[src/rtl/apb_cmd_master_if.sv]
// Signal bundle between the command/response client, apb_cmd_master and the APB responder.
// Command, response and APB groups share one interface so the requester has a single bus port.
interface apb_cmd_master_if #(
    parameter int ADDR_W = 32,
    parameter int DATA_W = 32
);
    localparam int STRB_W = DATA_W / 8;

    // Valid/ready on both cmd and rsp: a beat transfers on a rising clock edge where
    // valid and ready are both high. The source holds valid and its payload stable
    // until that edge. valid never waits on ready; ready may depend on valid.
    logic              cmd_valid;
    logic              cmd_ready;
    logic              cmd_write;
    logic [ADDR_W-1:0] cmd_addr;
    logic [DATA_W-1:0] cmd_wdata;
    logic [STRB_W-1:0] cmd_strb;
    logic [2:0]        cmd_prot;

    logic              rsp_valid;
    logic              rsp_ready;
    logic [DATA_W-1:0] rsp_rdata;
    logic              rsp_err;
    logic              rsp_timeout;

    logic              out_psel;
    logic              out_penable;
    logic [2:0]        out_pprot;
    logic [ADDR_W-1:0] out_paddr;
    logic              out_pwrite;
    logic [DATA_W-1:0] out_pwdata;
    logic [STRB_W-1:0] out_pstrb;
    logic              in_pready;
    logic [DATA_W-1:0] in_prdata;
    logic              in_pslverr;

    modport master (
        input  cmd_valid, cmd_write, cmd_addr, cmd_wdata, cmd_strb, cmd_prot,
        output cmd_ready,
        output rsp_valid, rsp_rdata, rsp_err, rsp_timeout,
        input  rsp_ready,
        output out_psel, out_penable, out_pprot, out_paddr, out_pwrite, out_pwdata, out_pstrb,
        input  in_pready, in_prdata, in_pslverr
    );

    modport slave (
        output cmd_valid, cmd_write, cmd_addr, cmd_wdata, cmd_strb, cmd_prot,
        input  cmd_ready,
        input  rsp_valid, rsp_rdata, rsp_err, rsp_timeout,
        output rsp_ready,
        input  out_psel, out_penable, out_pprot, out_paddr, out_pwrite, out_pwdata, out_pstrb,
        output in_pready, in_prdata, in_pslverr
    );
endinterface

[src/rtl/apb_cmd_master.sv]
// APB4 requester: accepts one command, runs one SETUP/ACCESS transfer, returns one response.
// Every output is a flop; reset clears them asynchronously, releasing the bus at once.
module apb_cmd_master #(
    parameter int ADDR_W  = 32,
    parameter int DATA_W  = 32,
    parameter int TIMEOUT = 255
) (
    input  logic             clk,
    input  logic             reset,
    apb_cmd_master_if.master bus,
    output logic [1:0]       dbg_state
);
    localparam int STRB_W     = DATA_W / 8;
    localparam int CNT_W      = (TIMEOUT > 0) ? $clog2(TIMEOUT + 1) : 1;
    localparam int CNT_LAST_I = (TIMEOUT > 0) ? TIMEOUT - 1 : 0;
    localparam logic [CNT_W-1:0] CNT_LAST = CNT_W'(CNT_LAST_I);
    localparam bit   TO_EN    = (TIMEOUT > 0);

    typedef enum logic [1:0] {
        S_IDLE   = 2'd0,
        S_SETUP  = 2'd1,
        S_ACCESS = 2'd2,
        S_RESP   = 2'd3
    } state_t;

    state_t            state_q, state_d;
    logic              cmd_ready_q, cmd_ready_d;
    logic              psel_q, psel_d;
    logic              penable_q, penable_d;
    logic [2:0]        pprot_q, pprot_d;
    logic [ADDR_W-1:0] paddr_q, paddr_d;
    logic              pwrite_q, pwrite_d;
    logic [DATA_W-1:0] pwdata_q, pwdata_d;
    logic [STRB_W-1:0] pstrb_q, pstrb_d;
    logic              rsp_valid_q, rsp_valid_d;
    logic [DATA_W-1:0] rsp_rdata_q, rsp_rdata_d;
    logic              rsp_err_q, rsp_err_d;
    logic              rsp_timeout_q, rsp_timeout_d;
    logic [CNT_W-1:0]  cnt_q, cnt_d;
    logic              timeout_hit;

    // The count holds the number of stalled ACCESS cycles already seen, so the
    // TIMEOUT-th stalled cycle is the one that finds cnt_q at TIMEOUT-1.
    assign timeout_hit = TO_EN && (cnt_q == CNT_LAST);

    always_comb begin
        state_d       = state_q;
        cmd_ready_d   = cmd_ready_q;
        psel_d        = psel_q;
        penable_d     = penable_q;
        pprot_d       = pprot_q;
        paddr_d       = paddr_q;
        pwrite_d      = pwrite_q;
        pwdata_d      = pwdata_q;
        pstrb_d       = pstrb_q;
        rsp_valid_d   = rsp_valid_q;
        rsp_rdata_d   = rsp_rdata_q;
        rsp_err_d     = rsp_err_q;
        rsp_timeout_d = rsp_timeout_q;
        cnt_d         = cnt_q;

        case (state_q)
            S_IDLE: begin
                cmd_ready_d = 1'b1;
                if (bus.cmd_valid && cmd_ready_q) begin
                    // The APB output flops double as the command latch.
                    cmd_ready_d = 1'b0;
                    psel_d      = 1'b1;
                    penable_d   = 1'b0;
                    pprot_d     = bus.cmd_prot;
                    paddr_d     = bus.cmd_addr;
                    pwrite_d    = bus.cmd_write;
                    pwdata_d    = bus.cmd_write ? bus.cmd_wdata : '0;
                    pstrb_d     = bus.cmd_write ? bus.cmd_strb : '0;
                    state_d     = S_SETUP;
                end
            end

            S_SETUP: begin
                penable_d = 1'b1;
                cnt_d     = '0;
                state_d   = S_ACCESS;
            end

            S_ACCESS: begin
                if (bus.in_pready) begin
                    psel_d        = 1'b0;
                    penable_d     = 1'b0;
                    rsp_valid_d   = 1'b1;
                    rsp_err_d     = bus.in_pslverr;
                    rsp_timeout_d = 1'b0;
                    rsp_rdata_d   = (!pwrite_q && !bus.in_pslverr) ? bus.in_prdata : '0;
                    state_d       = S_RESP;
                end else if (timeout_hit) begin
                    psel_d        = 1'b0;
                    penable_d     = 1'b0;
                    rsp_valid_d   = 1'b1;
                    rsp_err_d     = 1'b1;
                    rsp_timeout_d = 1'b1;
                    rsp_rdata_d   = '0;
                    state_d       = S_RESP;
                end else begin
                    cnt_d = cnt_q + CNT_W'(1);
                end
            end

            S_RESP: begin
                if (bus.rsp_ready) begin
                    rsp_valid_d = 1'b0;
                    cmd_ready_d = 1'b1;
                    state_d     = S_IDLE;
                end
            end

            default: begin
                state_d = S_IDLE;
            end
        endcase
    end

    always_ff @(posedge clk or posedge reset) begin
        if (reset) begin
            state_q       <= S_IDLE;
            cmd_ready_q   <= 1'b0;
            psel_q        <= 1'b0;
            penable_q     <= 1'b0;
            pprot_q       <= '0;
            paddr_q       <= '0;
            pwrite_q      <= 1'b0;
            pwdata_q      <= '0;
            pstrb_q       <= '0;
            rsp_valid_q   <= 1'b0;
            rsp_rdata_q   <= '0;
            rsp_err_q     <= 1'b0;
            rsp_timeout_q <= 1'b0;
            cnt_q         <= '0;
        end else begin
            state_q       <= state_d;
            cmd_ready_q   <= cmd_ready_d;
            psel_q        <= psel_d;
            penable_q     <= penable_d;
            pprot_q       <= pprot_d;
            paddr_q       <= paddr_d;
            pwrite_q      <= pwrite_d;
            pwdata_q      <= pwdata_d;
            pstrb_q       <= pstrb_d;
            rsp_valid_q   <= rsp_valid_d;
            rsp_rdata_q   <= rsp_rdata_d;
            rsp_err_q     <= rsp_err_d;
            rsp_timeout_q <= rsp_timeout_d;
            cnt_q         <= cnt_d;
        end
    end

    assign bus.cmd_ready   = cmd_ready_q;
    assign bus.out_psel    = psel_q;
    assign bus.out_penable = penable_q;
    assign bus.out_pprot   = pprot_q;
    assign bus.out_paddr   = paddr_q;
    assign bus.out_pwrite  = pwrite_q;
    assign bus.out_pwdata  = pwdata_q;
    assign bus.out_pstrb   = pstrb_q;
    assign bus.rsp_valid   = rsp_valid_q;
    assign bus.rsp_rdata   = rsp_rdata_q;
    assign bus.rsp_err     = rsp_err_q;
    assign bus.rsp_timeout = rsp_timeout_q;
    assign dbg_state       = state_q;
endmodule
[src/flat_wrapper.sv]
// flat-port wrapper written by rule: the top's interface ports become plain ports
module apb_cmd_master_flat 
#(
    parameter int ADDR_W  = 32,
    parameter int DATA_W  = 32,
    parameter int TIMEOUT = 255
)
  (clk, reset, dbg_state, bus_cmd_valid, bus_cmd_write, bus_cmd_addr, bus_cmd_wdata, bus_cmd_strb, bus_cmd_prot, bus_cmd_ready, bus_rsp_valid, bus_rsp_rdata, bus_rsp_err, bus_rsp_timeout, bus_rsp_ready, bus_out_psel, bus_out_penable, bus_out_pprot, bus_out_paddr, bus_out_pwrite, bus_out_pwdata, bus_out_pstrb, bus_in_pready, bus_in_prdata, bus_in_pslverr);
  apb_cmd_master_if #(.ADDR_W(ADDR_W), .DATA_W(DATA_W)) bus_i ();
  input  logic clk;
  input  logic reset;
  output logic [1:0] dbg_state;
  input wire logic [$bits(bus_i.cmd_valid)-1:0] bus_cmd_valid;
  input wire logic [$bits(bus_i.cmd_write)-1:0] bus_cmd_write;
  input wire logic [$bits(bus_i.cmd_addr)-1:0] bus_cmd_addr;
  input wire logic [$bits(bus_i.cmd_wdata)-1:0] bus_cmd_wdata;
  input wire logic [$bits(bus_i.cmd_strb)-1:0] bus_cmd_strb;
  input wire logic [$bits(bus_i.cmd_prot)-1:0] bus_cmd_prot;
  output wire logic [$bits(bus_i.cmd_ready)-1:0] bus_cmd_ready;
  output wire logic [$bits(bus_i.rsp_valid)-1:0] bus_rsp_valid;
  output wire logic [$bits(bus_i.rsp_rdata)-1:0] bus_rsp_rdata;
  output wire logic [$bits(bus_i.rsp_err)-1:0] bus_rsp_err;
  output wire logic [$bits(bus_i.rsp_timeout)-1:0] bus_rsp_timeout;
  input wire logic [$bits(bus_i.rsp_ready)-1:0] bus_rsp_ready;
  output wire logic [$bits(bus_i.out_psel)-1:0] bus_out_psel;
  output wire logic [$bits(bus_i.out_penable)-1:0] bus_out_penable;
  output wire logic [$bits(bus_i.out_pprot)-1:0] bus_out_pprot;
  output wire logic [$bits(bus_i.out_paddr)-1:0] bus_out_paddr;
  output wire logic [$bits(bus_i.out_pwrite)-1:0] bus_out_pwrite;
  output wire logic [$bits(bus_i.out_pwdata)-1:0] bus_out_pwdata;
  output wire logic [$bits(bus_i.out_pstrb)-1:0] bus_out_pstrb;
  input wire logic [$bits(bus_i.in_pready)-1:0] bus_in_pready;
  input wire logic [$bits(bus_i.in_prdata)-1:0] bus_in_prdata;
  input wire logic [$bits(bus_i.in_pslverr)-1:0] bus_in_pslverr;
  assign bus_i.cmd_valid = bus_cmd_valid;
  assign bus_i.cmd_write = bus_cmd_write;
  assign bus_i.cmd_addr = bus_cmd_addr;
  assign bus_i.cmd_wdata = bus_cmd_wdata;
  assign bus_i.cmd_strb = bus_cmd_strb;
  assign bus_i.cmd_prot = bus_cmd_prot;
  assign bus_cmd_ready = bus_i.cmd_ready;
  assign bus_rsp_valid = bus_i.rsp_valid;
  assign bus_rsp_rdata = bus_i.rsp_rdata;
  assign bus_rsp_err = bus_i.rsp_err;
  assign bus_rsp_timeout = bus_i.rsp_timeout;
  assign bus_i.rsp_ready = bus_rsp_ready;
  assign bus_out_psel = bus_i.out_psel;
  assign bus_out_penable = bus_i.out_penable;
  assign bus_out_pprot = bus_i.out_pprot;
  assign bus_out_paddr = bus_i.out_paddr;
  assign bus_out_pwrite = bus_i.out_pwrite;
  assign bus_out_pwdata = bus_i.out_pwdata;
  assign bus_out_pstrb = bus_i.out_pstrb;
  assign bus_i.in_pready = bus_in_pready;
  assign bus_i.in_prdata = bus_in_prdata;
  assign bus_i.in_pslverr = bus_in_pslverr;
  apb_cmd_master #(.ADDR_W(ADDR_W), .DATA_W(DATA_W), .TIMEOUT(TIMEOUT)) u_core (.clk(clk), .reset(reset), .bus(bus_i), .dbg_state(dbg_state));
endmodule
[config.mk]
export PLATFORM = sky130hd
export DESIGN_NAME = apb_cmd_master_flat
export DESIGN_NICKNAME = d
export VERILOG_FILES = /design/src/rtl/apb_cmd_master_if.sv /design/src/rtl/apb_cmd_master.sv /design/src/flat_wrapper.sv
export SDC_FILE = /design/constraint.sdc
export NUM_CORES = 1
export LEC_CHECK = 0
export CORE_UTILIZATION = 56
export CTS_CLUSTER_SIZE = 25
export DETAILED_ROUTE_END_ITERATION = 6
export DONT_BUFFER_PORTS = 1
export PLACE_DENSITY = 0.74
export SLEW_MARGIN = 20
export SYNTH_ARGS = -nofsm -noshare
export SYNTH_HDL_FRONTEND = slang
export SYNTH_SLANG_ARGS = --single-unit
[constraint.sdc]
create_clock -name clk -period 3.1 [get_ports clk]
set_input_delay 0.155 -clock clk [delete_from_list [all_inputs] [get_ports clk]]
set_output_delay 0.155 -clock clk [all_outputs]
set_load 0.03 [all_outputs]
==> run_results.csv, run 1 <==
group,metric,value,unit
run_status,status,"aborted with a tool error",
run_status,lastStage,"clock tree synthesis (4_1_cts)",
run_status,firstError,"[ERROR RSZ-0060] Max buffer count reached.",
yosys,synth_edf_count,0,
cts,ctsHtreeMaxLevel,4,
die,die_h,94.2,um
cts,cts_buffers,17,
die,initial_utilization,57.9,%
yosys,ys.flop_type,"dfrtp_1",
cts,postCtsHoldBufs,103,
yosys,synth.distinct_cells,34,
yosys,seq_area_frac_synth,63.1,%
placement,port_buffers,0,
yosys,synth_seq_cells,120,
die,rows,33,
placement,hpwl,6.92,mm
cts,root_buffer,"clkbuf_8",
yosys,yosysWarnings,0,
yosys,syn_area_per_cell,12.2,sq um
placement,gp_congestion,0.779,
cts,clkSinkCount,120,
cts,cts.repair.resized,0,
yosys,syn_area,0.00476,sq mm
yosys,synth_nets,508,
yosys,synth_cells,390,
die,die_w,94.2,um
cts,clockBufferDepth,2,
die,top_level_ports,222,
yosys,async_flop_share,100,%
cts,post-cts-setup-buffer-count,0,
## cells by family after synthesis
kind of cell	Yosys count	synth area share, %
DFF	120	63.1
adders and majority gates	8	2.10
xor gates and xnor gates	1	0.184
buffers and inverters	30	3.02
muxes	39	9.20
and+or+nand+nor	94	8.54
AOI/OAI and AO/OA	98	13.9
## synth_stat cells, drive strengths merged (2+ instances only)
cell / count / area (sq um)
dfrtp: 120 / 3000
nand2: 78 / 300
o21ai: 47 / 246
mux2: 38 / 428
a22o: 33 / 289
clkbuf: 13 / 50.0
buf: 10 / 67.6
ha: 8 / 100
inv: 7 / 26.3
a21oi: 6 / 30.0
nand3: 5 / 37.5
a21o: 4 / 30.0
nor2: 3 / 11.3
or3: 3 / 18.8
a21boi: 2 / 15.0
nand4: 2 / 18.8
## stage by stage
step | area (sq um) | instances | setup WS [ps] | util, %
3_3_place_gp | 4850 | 478 | 973 | 59.0
2_1_floorplan | 4760 | 390 | 1030 | -
3_5_place_dp | 4850 | 478 | 890 | 59.0
==> run 2, diff against run 1 <==
--- a/config.mk
+++ b/config.mk
@@ -5,11 +5,10 @@
 export SDC_FILE = /design/constraint.sdc
 export NUM_CORES = 1
 export LEC_CHECK = 0
-export CORE_UTILIZATION = 56
-export CTS_CLUSTER_SIZE = 25
+export CORE_UTILIZATION = 40
 export DETAILED_ROUTE_END_ITERATION = 6
 export DONT_BUFFER_PORTS = 1
-export PLACE_DENSITY = 0.74
+export PLACE_DENSITY_LB_ADDON = 0.15
 export SLEW_MARGIN = 20
 export SYNTH_ARGS = -nofsm -noshare
 export SYNTH_HDL_FRONTEND = slang
==> constraint.sdc (replaced) <==
create_clock -name clk -period 4 [get_ports clk]
set_input_delay 0.2 -clock clk [delete_from_list [all_inputs] [get_ports clk]]
set_output_delay 0.2 -clock clk [all_outputs]
set_load 0.03 [all_outputs]
==> run 2 against run 1 <==
Synthesized cell count stayed put. The flow now finishes, with violations (design-rule violations). Area after synthesis stayed put.
==> run_results.csv, run 2 <==
group,metric,value,unit
run_status,status,"complete, but fails checks",
run_status,failed_checks,"design-rule violations",
global_route,grt_pass1_wl,19.1,mm
critical_path,crit_path_end,"u_core.bus.out_pwdata[5]$_DFFE_PP0P_",
critical_path,path_cells,"inv_1 -> ha_1 -> nand3_4 -> buf_4 -> nand2_1 -> o21ai_0",
cells_and_area,n_antenna_cell,0,
global_route,grt_use_total,20.3,%
timing,fin_crit_sh,62.6,%
detailed_routing,drtIter0Drc,234,
die,top_level_ports,222,
critical_path,rr_startpoint,"u_core.dbg_state[0]$_DFFE_PP0P_",
global_route,antenna_found_initial,0,
critical_path,slowest_stage,"nand3_4",
yosys,synth_nets,508,
critical_path,critPathTopFamily,"simple AND/OR/NAND/NOR gates",
detailed_routing,antenna_left,0,
power,combPwrFrac,17.5,%
cts,cts_tree,"done",
power,power_density,836,mW/mm^2
power,power_frac_seq,55.6,%
die,rows,39,
timing,setup-tns-final,0,ps
yosys,synthTopCellsByCount,"dfrtp_1, nand2_1, o21ai_0",
critical_path,path_depth,6,
run,drv_cap,0,
die,initial_utilization,41.3,%
cts,root_buffer,"clkbuf_16",
cts,clkSinkCount,120,
timing,skew,4.86,ps
cts,ctsHtreeMaxLevel,4,
cells_and_area,final_cell_mix,"dfrtp_1, dlygate4sd3_1, nand2_1, o21ai_0, mux2_2",
yosys,yosysMostFrequentCell,"dfrtp_1",
timing,finalHoldViolations,0,
placement,post-place-ws,1470,ps
detailed_routing,wl,11.8,mm
yosys,seq_area_frac_synth,63.1,%
timing,setup_viol,0,
cts,insertion_delay,410,ps
die,dieArea,0.0123,sq mm
critical_path,r2r_slack,1500,ps
timing,worst_pin_slew,838,ps
yosys,netlist.area_leader.share,63.1,%
yosys,synth.distinct_cells,34,
hold_path,hp-class,"input port to flip-flop",
cells_and_area,num-fill-cells,921,
timing,slew_headroom,44.1,%
global_route,grt_max_degree,72,
yosys,async_flop_share,100,%
power,irDropWorstVdd,0.000431,V
cts,clockBufferDepth,2,
die,core_region_area,0.0115,sq mm
critical_path,crit_path_start_kind,"flip-flop",
detailed_routing,firstDrtPassIters,7,
cells_and_area,syn_to_final_growth,37.4,%
placement,port_buffers,0,
detailed_routing,vias,3441,
die,die_h,111,um
yosys,ys.flop_type,"dfrtp_1",
detailed_routing,drc,28,
critical_path,crit_path_max_incr_delay,630,ps
placement,gp_congestion,0.723,
yosys,synth_seq_cells,120,
cells_and_area,drive_above_1_share,15.7,%
critical_path,r2r_end,"u_core.bus.out_pwdata[5]$_DFFE_PP0P_",
power,leakage,3.00,nW
global_route,grt_pass1_vias,3684,
critical_path,cp-startpoint,"u_core.dbg_state[0]$_DFFE_PP0P_",
yosys,synth_edf_count,0,
critical_path,end_kind,"flip-flop",
critical_path,cp_num_buf_inv,2,
cts,clk_pin_slew,50,ps
critical_path,critical_path_required,4270,ps
critical_path,arrival,2780,ps
detailed_routing,viasPerCell,5.26,
cells_and_area,num-nets-final,616,
timing,final.setup.worst_slack,1500,ps
yosys,synthTopCellsByArea,"dfrtp_1, mux2_2, a22o_1",
yosys,syn_area_per_cell,12.2,sq um
yosys,synth_top_area_cell,"dfrtp_1",
critical_path,reg2reg_depth,6,
yosys,synth_cells,390,
power,p_sw_share,42.8,%
yosys,yosysWarnings,0,
yosys,syn_area,0.00476,sq mm
global_route,gr-total-overflow,0,
critical_path,cp_max_fo,71,
power,internal_power,0.00313,W
power,p_sw,0.00234,W
timing,max_freq,399,MHz
detailed_routing,routedWlPerCell,18.1,um
timing,finalMaxSlewViolations,0,
placement,hpwl,6.90,mm
cts,cts_buffers,17,
timing,rsz0062_at_grt,"false",
power,clock_power_share,26.9,%
die,die_w,111,um
timing,period_needed,2500,ps
cts,cts.repair.resized,0,
cells_and_area,final_common_cell,"dfrtp_1",
critical_path,critical_path_class,"flip-flop to flip-flop",
-- run 2: logic make-up after synthesis --
family          Yosys count  share of synthesized area, %
compound gates           98                          13.9
xor+xnor                  1                         0.184
fa+ha+maj                 8                          2.10
buf+inv                  30                          3.02
flops                   120                          63.1
mux                      39                          9.20
simple gates             94                          8.54
-- run 2: worst min path at each step --
stage                        from                                  end  depth (start not counted)
floorplan           bus_in_pready   u_core.bus.rsp_timeout$_DFFE_PP0P_                          1
global placement            reset  u_core.bus.rsp_rdata[8]$_DFFE_PP0P_                          1
detailed placement          reset  u_core.bus.rsp_rdata[0]$_DFFE_PP0P_                          1
CTS                 bus_in_pready       u_core.bus.rsp_err$_DFFE_PP0P_                          2
global route        bus_rsp_ready     u_core.bus.rsp_valid$_DFFE_PP0P_                          3
finish              bus_rsp_ready     u_core.bus.rsp_valid$_DFFE_PP0P_                          3
-- run 2: final cells by class --
| class | count | area (sq um) | area share [%] |
|---|---|---|---|
| Inverter | 7 | 28.8 | 0.440 |
| Tap cell | 143 | 179 | 2.74 |
| Clock buffer | 25 | 515 | 7.88 |
| Sequential cell | 120 | 3000 | 45.9 |
| Clock inverter | 7 | 65.1 | 0.995 |
| Timing Repair Buffer | 112 | 1120 | 17.1 |
| Multi-Input combinational cell | 240 | 1630 | 24.9 |
-- run 2: timing repair --
item                                   CTS  global route
endpoints found under the hold margin  164             0
hold buffers                           108             0
setup endpoints to repair                0             0
setup buffers                            0             0
-- run 2: power by group through the flow --
stage                     clock (W)  combinational [W]  sequential (W)
final                       0.00147           0.000956         0.00304
after detailed placement          0           0.000863         0.00304
after floorplan                   0           0.000758         0.00291
after global placement            0           0.000822         0.00305
after global routing        0.00155            0.00108         0.00310
after CTS                   0.00150           0.000948         0.00303
-- run 2: per-layer routing --
layer  global-route usage (%)  share of wire, %
met4                     11.7               3.5
met5                        0                 0
met2                     34.9                50
met1                     21.4                38
met3                     7.49               8.2
-- run 2: stage by stage --
stage / power, W / instance area, sq um / utilization (%) / instances / hold WS, ps
floorplan: 0.00367 / 4760 / - / 390 / 308
global placement: 0.00387 / 4870 / 42.3 / 514 / 253
detailed placement: 0.00391 / 4870 / 42.3 / 514 / 266
CTS: 0.00548 / 6540 / 56.8 / 654 / 46.8
global route: 0.00573 / 6540 / 56.8 / 654 / 78.1
finish: 0.00547 / 6540 / 56.8 / 654 / 80.6
-- run 2: worst reg2reg max path: cells and delay by family (launching register included) --
| kind | cells | cell delay (ps) |
|---|---|---|
| flops | 1 | 540 |
| fa+ha+maj | 1 | 240 |
| compound gates | 1 | 100 |
| buf+inv | 2 | 740 |
| simple gates | 2 | 750 |
No activity file was read; power rests on OpenSTA's default activity.
